$ cat config.mk
export PLATFORM = sky130hd
export DESIGN_NAME = intr_pend_bank
export DESIGN_NICKNAME = d
export VERILOG_FILES = /design/src/rtl/intr_pend_bank_pkg.sv /design/src/rtl/intr_prio_enc.sv /design/src/rtl/intr_pend_bank.sv
export SDC_FILE = /design/constraint.sdc
export NUM_CORES = 1
export LEC_CHECK = 0
export ABC_AREA = 1
export CAP_MARGIN = 10
export CORE_ASPECT_RATIO = 1.75
export CORE_MARGIN = 8
export CORE_UTILIZATION = 45
export DETAILED_ROUTE_END_ITERATION = 8
export GPL_ROUTABILITY_DRIVEN = 0
export PLACE_DENSITY = 0.78
export SLEW_MARGIN = 20
export SYNTH_ARGS = -nofsm -noshare
export SYNTH_HDL_FRONTEND = slang
export SYNTH_SLANG_ARGS = --single-unit
$ cat constraint.sdc
create_clock -name clk -period 1.6 [get_ports clk]
set_input_delay 0.32 -clock clk [delete_from_list [all_inputs] [get_ports clk]]
set_output_delay 0.32 -clock clk [all_outputs]
set_load 0.005 [all_outputs]
$ cat src/rtl/intr_pend_bank_pkg.sv
// intr_pend_bank_pkg
//   Shared definitions for the interrupt pending latch bank and the
//   Tramelblaze wrapper that instantiates it:
//     - INTR_NUM_CH_DFLT : default channel count
//     - arb_state_e      : arbitration FSM state encoding
//     - id_width()       : width of a channel index (clog2, minimum 1)
package intr_pend_bank_pkg;

  localparam int unsigned INTR_NUM_CH_DFLT = 8;

  typedef enum logic {
    ST_IDLE    = 1'b0,
    ST_PRESENT = 1'b1
  } arb_state_e;

  // A single channel still needs a 1-bit ID so intr_id is never zero-width.
  function automatic int unsigned id_width(input int unsigned n);
    return (n <= 2) ? 1 : $clog2(n);
  endfunction

endpackage

$ cat src/rtl/intr_prio_enc.sv
// intr_prio_enc
//   Combinational fixed-priority encoder, lowest index wins.
//   Ports:
//     req_i [NUM_CH-1:0] : request vector
//     idx_o [ID_W-1:0]   : index of the lowest set bit (0 when none set)
//     any_o              : 1 when any request bit is set
module intr_prio_enc #(
  parameter int unsigned NUM_CH = 8,
  parameter int unsigned ID_W   = 3
) (
  input  logic [NUM_CH-1:0] req_i,
  output logic [ID_W-1:0]   idx_o,
  output logic              any_o
);

  always_comb begin
    idx_o = '0;
    any_o = 1'b0;
    for (int unsigned i = 0; i < NUM_CH; i++) begin
      if (req_i[i] && !any_o) begin
        idx_o = ID_W'(i);
        any_o = 1'b1;
      end
    end
  end

endmodule

$ cat src/rtl/intr_pend_bank.sv
// intr_pend_bank
//   Multi-channel interrupt pending latch bank with enable mask, sticky
//   overflow flags and fixed-priority (lowest index first) arbitration.
//   One registered interrupt line plus channel ID goes to the processor.
//   Ports:
//     clk        : system clock, all state on the rising edge
//     reset      : asynchronous active-low reset
//     src        : raw per-channel requests (synchronous to clk)
//     mask_we    : load strobe for the mask register
//     mask_wdata : new mask value, 1 = channel enabled
//     mask       : current mask register
//     ack        : one-cycle acknowledge pulse from the processor
//     intr       : interrupt request to the processor
//     intr_id    : index of the presented channel, valid while intr = 1
//     pending    : per-channel pending latches
//     ovf_clr    : clears all overflow flags
//     overflow   : sticky per-channel overflow flags
module intr_pend_bank
  import intr_pend_bank_pkg::*;
#(
  parameter int unsigned NUM_CH    = INTR_NUM_CH_DFLT,
  parameter int unsigned EDGE_MODE = 1,
  parameter int unsigned ID_W      = id_width(NUM_CH)
) (
  input  logic              clk,
  input  logic              reset,
  input  logic [NUM_CH-1:0] src,
  input  logic              mask_we,
  input  logic [NUM_CH-1:0] mask_wdata,
  output logic [NUM_CH-1:0] mask,
  input  logic              ack,
  output logic              intr,
  output logic [ID_W-1:0]   intr_id,
  output logic [NUM_CH-1:0] pending,
  input  logic              ovf_clr,
  output logic [NUM_CH-1:0] overflow
);

  logic [NUM_CH-1:0] set_s;
  logic [NUM_CH-1:0] clr_s;
  logic [NUM_CH-1:0] pending_q, pending_d;
  logic [NUM_CH-1:0] ovf_q, ovf_d;
  logic [NUM_CH-1:0] mask_q, mask_d;
  logic              intr_q, intr_d;
  logic [ID_W-1:0]   id_q, id_d;
  arb_state_e        state_q, state_d;

  logic [ID_W-1:0]   enc_idx;
  logic              enc_any;

  // Set request source. src_q resets to 0, so a src held high across reset
  // release is seen as a rising edge.
  if (EDGE_MODE != 0) begin : g_edge
    logic [NUM_CH-1:0] src_q;

    always_ff @(posedge clk or negedge reset) begin
      if (!reset) src_q <= '0;
      else        src_q <= src;
    end

    assign set_s = src & ~src_q;
  end else begin : g_level
    assign set_s = src;
  end

  // Only an ack against a presented interrupt clears anything.
  always_comb begin
    clr_s = '0;
    if (ack && intr_q) clr_s[id_q] = 1'b1;
  end

  // Set wins over a simultaneous clear; a new overflow wins over ovf_clr.
  always_comb begin
    pending_d = set_s | (pending_q & ~clr_s);
    ovf_d     = (ovf_clr ? '0 : ovf_q) | (set_s & pending_q & ~clr_s);
    mask_d    = mask_we ? mask_wdata : mask_q;
  end

  // Arbitrates from registered pending/mask only.
  intr_prio_enc #(
    .NUM_CH (NUM_CH),
    .ID_W   (ID_W)
  ) u_prio_enc (
    .req_i (pending_q & mask_q),
    .idx_o (enc_idx),
    .any_o (enc_any)
  );

  always_comb begin
    state_d = state_q;
    intr_d  = intr_q;
    id_d    = id_q;
    unique case (state_q)
      ST_IDLE: begin
        intr_d = 1'b0;
        if (enc_any) begin
          intr_d  = 1'b1;
          id_d    = enc_idx;
          state_d = ST_PRESENT;
        end
      end
      ST_PRESENT: begin
        // ID held and intr kept even if the channel is masked meanwhile.
        intr_d = 1'b1;
        if (ack) begin
          intr_d  = 1'b0;
          state_d = ST_IDLE;
        end
      end
      default: begin
        intr_d  = 1'b0;
        state_d = ST_IDLE;
      end
    endcase
  end

  always_ff @(posedge clk or negedge reset) begin
    if (!reset) begin
      pending_q <= '0;
      ovf_q     <= '0;
      mask_q    <= '0;
      intr_q    <= 1'b0;
      id_q      <= '0;
      state_q   <= ST_IDLE;
    end else begin
      pending_q <= pending_d;
      ovf_q     <= ovf_d;
      mask_q    <= mask_d;
      intr_q    <= intr_d;
      id_q      <= id_d;
      state_q   <= state_d;
    end
  end

  assign mask     = mask_q;
  assign intr     = intr_q;
  assign intr_id  = id_q;
  assign pending  = pending_q;
  assign overflow = ovf_q;

endmodule

==> reports/results.ini, run 1 <==
[global_routing]
grt_max_degree = 37
grt_pass1_wl_um = 6490
antenna_found_initial = 0
grt_pass1_vias = 1373
grt_usage_pct = 15.8
overflow = 0

[detailed_routing]
post-route-drc-count = 0
drt-total-wl_um = 3910
drt_iter0_markers = 32
viasPerCell = 4.84
wl_per_cell_um = 15.0
dr.pass1.iters = 4
vias = 1264
ant_nets = 0

[placed_design]
portBuffers = 48
dp_hpwl_um = 3040
place_inst = 251
place_ws_ns = 0.0616

[timing]
worstMarginPinSlew_ns = 0.335
finalWorstSetupSlack_ns = 0.0462
fin_crit_sh_pct = 97.1
period_needed_ns = 1.55
drv_slew = 0
fin_worst_skew_ns = 0.00842
slew_headroom_pct = 77.6
finalSetupViolations = 0
rsz0062_at_grt = false
hold_viol_final = 0
finalHoldWorstSlack_ns = 0.394
finalSetupTns_ns = 0
timing.fmax_mhz = 644

[final_layout]
nFillCells = 288
area_growth_pct = 46.2
regArea_sq_um = 902
drive_gt1_share_pct = 14.8
n_antenna_cell = 0
fin_nets = 236
multiInputGateArea_sq_um = 492
instances_no_fill = 261

[critical_path]
rrSetupSlack_ns = 0.19
critPathKind = register to output pin
crit_required_ns = 1.28
path_max_fanout = 3
cp_cell_sequence = clkdlybuf4s50_1
crit_slowest_cell = clkdlybuf4s50_1
cpPeakStageDelay_ns = 0.54
cp-end-kind = output pin
critPathBufInv = 1
cp_top_family = buffers and inverters
cp-start-kind = register
cp.arrival_ns = 1.23

[power]
p_comb_share_pct = 32.2
p_seq_share_pct = 41.4
ir_drop_mv = 1.05
netSwitchingPower_uw = 918
powerDensity_nw_per_um2 = 1360
power.leakage_uw = 0.00106
swShare_pct = 30.9
power.internal_uw = 2050
pwr-share-clk_pct = 26.3

[cts]
cts_buffers = 5
clk_latency_ns = 0.29
cts-htree-levels = 2
cts.clk_slew.worst_paths_ns = 0.07
root_buffer = clkbuf_8
cts_buffer_depth = 2
clock_sinks = 36
cts_tree = built
cts_hold_buf = 0

[logic_synthesis]
synth-edff-count = 0
ys_ff_latch = 36
synth-warning-count = 0
synth.distinct_cells = 20
seq_area_frac_synth_pct = 60.1
synth_async_sr_flop_share_pct = 100
avgSynthCellArea_sq_um = 9.49
synth.net_count = 179
postSynthCellCount = 158
synth_area_sq_um = 1500
ys.flop_type = dfrtp_1

[floorplanning]
core_region_area_sq_um = 3290
rows = 28
die_y_um = 92.4
start_util_pct = 45.5
die_x_um = 59.6
io-pin-count = 49
dieArea_sq_um = 5510

[worst_hold_path]
hold_path.class = input pin to asynchronous set/reset pin

[run]
cap_violations = 0

[run_status]
outcome = finished, final reports clean

area by class of cell:
type / instances / area share (%)
sequential: 36 / 41.2
multi-input combinational: 94 / 22.4
clock buffer: 6 / 3.31
tap: 45 / 2.57
inverter: 26 / 4.45
clock inverter: 2 / 1.60
timing repair buffer: 52 / 24.4
layer usage:
layer / part of all wire, % / track usage [%]
met2: 58 / 28.9
met4: 2.4 / 8.42
met1: 35 / 15.1
met3: 4.6 / 4.44
met5: 0 / 0
cells by family after synthesis:
| group | after synthesis | share of synthesized area, % |
|---|---|---|
| buffers and inverters | 28 | 7.10 |
| DFF | 36 | 60.1 |
| muxes | 8 | 6.01 |
| AOI/OAI and AO/OA | 12 | 5.26 |
| and+or+nand+nor | 74 | 21.5 |
final timing paths:
kind / endpoint / cells past startpoint / from
worst max-delay path: pending[5] / 1 / pending[5]$_DFF_PN0_
worst min-delay path: mask[7]$_DFFE_PN0P_ / 2 / reset
worst max register to register: intr_id[0]$_DFFE_PN0P_ / 10 / mask[0]$_DFFE_PN0P_
worst min register to register: pending[3]$_DFF_PN0_ / 1 / g_edge.src_q[3]$_DFF_PN0_
max in group asynchronous: intr_id[2]$_DFFE_PN0P_ / 2 / reset
min in group clk: pending[3]$_DFF_PN0_ / 1 / g_edge.src_q[3]$_DFF_PN0_
cell usage in the layout (no fill, tap or decap), types with 2 or more instances in the layout:
cell type	count
nand2_1	53
clkdlybuf4s50_1	48
dfrtp_1	35
inv_1	24
mux2_2	8
nor2_1	7
o22ai_1	6
nand2_2	5
clkbuf_8	5
nand3_1	4
o32ai_1	2
o21ai_0	2
inv_2	2
buf_12	2
buf_4	2
metrics by stage:
stage / total power (uW) / utilization (%) / cell area, sq um
6_report: 2970 / 66.5 / 2190
4_1_cts: 2980 / 66.3 / 2180
2_1_floorplan: 1650 / - / 1500
5_1_grt: 3150 / 66.5 / 2190
3_5_place_dp: 2190 / 62.8 / 2070
3_3_place_gp: 2150 / 62.8 / 2070
power groups by stage:
stage / Clock [uW] / Sequential, uW / Combinational [uW]
after global placement: 0 / 1250 / 899
after global routing: 836 / 1250 / 1060
after floorplan: 0 / 1240 / 409
after CTS: 790 / 1230 / 965
after detailed placement: 0 / 1250 / 935
final: 782 / 1230 / 957
cell usage after synthesis (2+ instances only):
library cell | number | share of area, %
inv_2 | 2 | 0.50
o22ai_1 | 6 | 2.5
dfrtp_1 | 36 | 60
mux2_2 | 8 | 6.0
o32ai_1 | 2 | 1.2
nor2_1 | 7 | 1.8
inv_1 | 24 | 6.0
nand2_2 | 5 | 2.1
nand3_1 | 4 | 1.3
o21ai_0 | 2 | 0.67
nand2_1 | 53 | 13
repair_timing:
action                                  CTS  global route
gates resized for setup                   0             1
endpoints found under the hold margin     0             0
buffers inserted                          1             1
cloned                                    0             0
endpoints found under the setup margin    1             2
sequential cells by signal, summed over array words and instances, names as in the netlist:
name          cells
g_edge.src_q      8
intr_id           3
mask              8
overflow          8
pending           8
state_q           1
Note: power is estimated with default switching activity, not from simulation.
==> run 2: changes to the inputs <==
--- a/config.mk
+++ b/config.mk
@@ -9,10 +9,11 @@
 export CAP_MARGIN = 10
 export CORE_ASPECT_RATIO = 1.75
 export CORE_MARGIN = 8
-export CORE_UTILIZATION = 45
+export CORE_UTILIZATION = 48
 export DETAILED_ROUTE_END_ITERATION = 8
 export GPL_ROUTABILITY_DRIVEN = 0
-export PLACE_DENSITY = 0.78
+export PLACE_DENSITY = 0.82
+export SKIP_LAST_GASP = 1
 export SLEW_MARGIN = 20
 export SYNTH_ARGS = -nofsm -noshare
 export SYNTH_HDL_FRONTEND = slang
==> constraint.sdc (replaced) <==
create_clock -name clk -period 2 [get_ports clk]
set_input_delay 0.4 -clock clk [delete_from_list [all_inputs] [get_ports clk]]
set_output_delay 0.4 -clock clk [all_outputs]
set_load 0.005 [all_outputs]
==> run 2 against run 1 <==
Die area shrank 4.9%. Register-to-register slack better by 0.49 ns. Via count is 2.0% lower. Final cell count down 1.9%. Non-clock buffer count fell by 3. Sequential cell count unchanged. Combinational power shrank 24%. Hold slack better by 0.085 ns. Utilization is 2.5 points higher. Clock skew down 0.0022 ns.
==> reports/results.ini, run 2 (synthesis gave the netlist of run 1 again) <==
[detailed_routing]
ant_nets = 0
viasPerCell = 4.84
wl_per_cell_um = 14.6
drt-total-wl_um = 3750
post-route-drc-count = 0
dr.pass1.iters = 4
drt_iter0_markers = 14
vias = 1239

[critical_path]
crit_required_ns = 1.60
cp-start-kind = register
critPathBufInv = 1
crit_slowest_cell = clkdlybuf4s50_1
path_max_fanout = 6
cp_top_family = buffers and inverters
critPathKind = register to output pin
cp_cell_sequence = clkdlybuf4s50_1
cp-end-kind = output pin
cp.arrival_ns = 1.26
cpPeakStageDelay_ns = 0.54

[cts]
cts.clk_slew.worst_paths_ns = 0.07
cts_resized = 0
cts_buffer_depth = 2
cts-htree-levels = 2
cts_buffers = 5
cts_tree = built
cts_hold_buf = 0
root_buffer = clkbuf_8
clock_sinks = 36
post_cts_buffers = 0
clk_latency_ns = 0.28

[global_routing]
grt_pass1_vias = 1403
grt_usage_pct = 15.8
antenna_found_initial = 0
overflow = 0
grt_max_degree = 37
grt_pass1_wl_um = 6370

[floorplanning]
die_y_um = 89.9
io-pin-count = 49
rows = 27
dieArea_sq_um = 5240
die_x_um = 58.2
start_util_pct = 48.8
core_region_area_sq_um = 3070

[final_layout]
fin_nets = 233
instances_no_fill = 256
layout_common_cells = 53 x nand2_1, 48 x clkdlybuf4s50_1, 36 x dfrtp_1
drive_gt1_share_pct = 12.7
n_antenna_cell = 0
final_common_cell = nand2_1
area_growth_pct = 41.6

[timing]
rsz0062_at_grt = false
fin_crit_sh_pct = 83.1
drv_slew = 0
hold_viol_final = 0
finalSetupTns_ns = 0
period_needed_ns = 1.66
fin_worst_skew_ns = 0.00619
slew_headroom_pct = 70.0
finalSetupViolations = 0
worstMarginPinSlew_ns = 0.450
timing.fmax_mhz = 602

[run]
cap_violations = 0

[placed_design]
dp_hpwl_um = 2970
place_inst = 248
portBuffers = 48

[power]
netSwitchingPower_uw = 717
swShare_pct = 31.9
power.internal_uw = 1530
p_seq_share_pct = 44.5
p_comb_share_pct = 32.4
ir_drop_mv = 0.657
pwr-share-clk_pct = 23.1
power.leakage_uw = 0.00103
powerDensity_nw_per_um2 = 1060

[run_status]
outcome = finished, final reports clean

[worst_hold_path]
hold_path.class = register to register

run 2: cell type report:
class | instances | area, sq um
Inverter | 26 | 97.6
Tap cell | 43 | 53.8
Timing Repair Buffer | 49 | 488
Multi-Input combinational cell | 94 | 492
Fill cell | 235 | 952
Clock buffer | 8 | 90.1
Sequential cell | 36 | 901
run 2: final timing paths:
| check | slack, ns | startpoint | to | depth (start not counted) |
|---|---|---|---|---|
| worst max-delay path | 0.34 | intr_id[1]$_DFFE_PN0P_ | intr_id[1] | 1 |
| worst min-delay path | 0.48 | g_edge.src_q[3]$_DFF_PN0_ | pending[3]$_DFF_PN0_ | 1 |
| worst max register to register | 0.68 | mask[0]$_DFFE_PN0P_ | intr_id[1]$_DFFE_PN0P_ | 8 |
| worst min register to register | 0.48 | g_edge.src_q[3]$_DFF_PN0_ | pending[3]$_DFF_PN0_ | 1 |
| max in group asynchronous | 1.15 | reset | overflow[2]$_DFF_PN0_ | 2 |
| min in group asynchronous | 0.53 | reset | intr_id[2]$_DFFE_PN0P_ | 2 |
run 2: metal layers:
layer | track usage, % | share of wire [%]
met4 | 7.82 | 2.6
met2 | 28.6 | 59
met3 | 5.56 | 5.0
met1 | 14.9 | 34
met5 | 0 | 0
run 2: through the flow:
stage	area [sq um]	hold slack [ns]	setup WS (ns)	total power (uW)	utilization [%]
floorplan	1500	0.104	0.856	1320	-
global placement	2030	0.435	0.408	1710	66.1
global route	2120	0.497	0.283	2390	69.0
detailed placement	2030	0.466	0.370	1740	66.1
CTS	2120	0.475	0.334	2270	69.0
finish	2120	0.479	0.339	2250	69.0
run 2: power groups by stage:
stage                     logic (uW)  clock network [uW]  registers (uW)
after global placement           706                   0            1000
final                            728                 518            1000
after floorplan                  327                   0             992
after detailed placement         735                   0            1010
after CTS                        740                 532             999
after global routing             810                 562            1020
==> run 3: changes to the inputs <==
--- a/config.mk
+++ b/config.mk
@@ -9,10 +9,10 @@
 export CAP_MARGIN = 10
 export CORE_ASPECT_RATIO = 1.75
 export CORE_MARGIN = 8
-export CORE_UTILIZATION = 48
+export CORE_UTILIZATION = 40
 export DETAILED_ROUTE_END_ITERATION = 8
 export GPL_ROUTABILITY_DRIVEN = 0
-export PLACE_DENSITY = 0.82
+export PLACE_DENSITY = 0.73
 export SKIP_LAST_GASP = 1
 export SLEW_MARGIN = 20
 export SYNTH_ARGS = -nofsm -noshare
==> constraint.sdc (replaced) <==
create_clock -name clk -period 1.5 [get_ports clk]
set_input_delay 0.3 -clock clk [delete_from_list [all_inputs] [get_ports clk]]
set_output_delay 0.3 -clock clk [all_outputs]
set_load 0.005 [all_outputs]
==> run 3 against run 2 <==
First-iteration DRC count grew 86%. Hold slack lost 0.10 ns. Sequential share of layout area shrank 3.5 points. Largest power group unchanged. Clock power grew 34%. Global-route usage shrank 2.4 points. Die area grew 15%. Cell area grew 9.0%. Total power grew 41%. Non-clock buffer count grew 17. Via count grew 4.4%. Count of clock-buffer cells in the layout is the same.
==> reports/results.ini, run 3 (synthesis gave the netlist of run 1 again) <==
[run_status]
outcome = finished, final reports clean

[floorplanning]
rows = 29
die_y_um = 97.0
io-pin-count = 49
die_x_um = 62.3
core_region_area_sq_um = 3590
start_util_pct = 41.7
dieArea_sq_um = 6040

[critical_path]
r2r_cells = 9
cp-end-kind = output pin
crit_slowest_cell = clkdlybuf4s50_1
cp-start-kind = register
path_max_fanout = 2
critPathBufInv = 1
rrSetupSlack_ns = 0.11
cpPeakStageDelay_ns = 0.51
crit_required_ns = 1.20
cp_top_family = buffers and inverters
critPathKind = register to output pin
cp.arrival_ns = 1.16
r2r_start = pending[2]$_DFF_PN0_
reg2reg_to = intr_id[1]$_DFFE_PN0P_
cp_cell_sequence = clkdlybuf4s50_1

[timing]
slew_headroom_pct = 79.8
fin_worst_skew_ns = 0.00651
finalHoldWorstSlack_ns = 0.379
hold_viol_final = 0
drv_slew = 0
worstMarginPinSlew_ns = 0.303
timing.fmax_mhz = 684
period_needed_ns = 1.46
finalSetupViolations = 0
fin_crit_sh_pct = 97.5

[worst_hold_path]
hold_path.class = input pin to asynchronous set/reset pin

[global_routing]
grt_usage_pct = 13.5
grt_pass1_vias = 1421
use_met3_pct = 3.46
grt_util_met1_pct = 12.3
busiest_layer = met2
antenna_found_initial = 0
grt_pass1_wl_um = 6580
grt_util_met2_pct = 25.5
overflow = 0
grt_max_degree = 37

[cts]
cts_buffers = 5
root_buffer = clkbuf_8
cts_tree = built
cts.clk_slew.worst_paths_ns = 0.07
clk_latency_ns = 0.29
clock_sinks = 36
cts_buffer_depth = 2
cts-htree-levels = 2

[detailed_routing]
dr.pass1.iters = 4
drt-total-wl_um = 4000
drt_iter0_markers = 26
wl_per_cell_um = 14.5
post-route-drc-count = 0
viasPerCell = 4.69
vias = 1294
ant_nets = 0

[final_layout]
design_area_sq_um = 2310
area_growth_pct = 54.3
fin_nets = 250
n_antenna_cell = 0
final_common_cell = nand2_1
layout_common_cells = 53 x nand2_1, 37 x clkdlybuf4s50_1, 36 x dfrtp_1
drive_gt1_share_pct = 19.6

[placed_design]
place_area_sq_um = 2070
portBuffers = 48
dp_hpwl_um = 2850

[power]
powerDensity_nw_per_um2 = 1370
ir_drop_mv = 0.830
power.leakage_uw = 0.00116

[run]
cap_violations = 0

[run 3: timing repair]
item | 4_1_cts | 5_1_grt
setup endpoints to repair | 15 | 11
pin swaps | 0 | 2
setup buffers | 12 | 4
hold buffers | 0 | 0
gates resized for setup | 3 | 11
[run 3: final cells by class]
| type | count | area (sq um) |
|---|---|---|
| Clock buffer | 8 | 90.1 |
| Tap cell | 46 | 57.6 |
| Inverter | 26 | 97.6 |
| Sequential cell | 36 | 901 |
| Multi-Input combinational cell | 94 | 510 |
| Fill cell | 303 | 1280 |
| Timing Repair Buffer | 66 | 657 |
[run 3: metal layers]
| metal | share of wire (%) | wire length [um] |
|---|---|---|
| met5 | 0 | 0 |
| met3 | 4.7 | 190 |
| met4 | 2.5 | 100 |
| met1 | 35 | 1400 |
| met2 | 58 | 2320 |
[run 3: worst max-delay path by stage]
stage                                     from                      to  cells after the start
after floorplan            mask[0]$_DFFE_PN0P_  intr_id[1]$_DFFE_PN0P_                      8
final                      mask[5]$_DFFE_PN0P_                 mask[5]                      1
after global placement                     ack   overflow[2]$_DFF_PN0_                      6
after detailed placement                   ack    pending[3]$_DFF_PN0_                      6
after global routing      pending[2]$_DFF_PN0_  intr_id[2]$_DFFE_PN0P_                      9
after CTS                    state_q$_DFF_PN0_                    intr                      1
[run 3: stage by stage]
step / total power [uW] / TNS, ns / setup WS [ns] / utilization [%] / cells
6_report: 3170 / 0 / 0.0376 / 64.4 / 276
5_1_grt: 3410 / -0.0861 / -0.0503 / 64.4 / 276
4_1_cts: 3140 / 0 / 0.00639 / 62.5 / 272
3_5_place_dp: 2330 / -0.0508 / -0.0177 / 57.6 / 252
3_3_place_gp: 2310 / 0 / 0.00211 / 57.6 / 252
2_1_floorplan: 1760 / 0 / 0.356 / - / 158
[run 3: where the power goes]
group          internal, uW  switching (uW)  leakage [uW]  total [uW]
logic                   638             580      0.000703        1220
clock network           374             321     0.0000455         695
registers              1150             106      0.000411        1260
total                  2170            1010       0.00116        3170
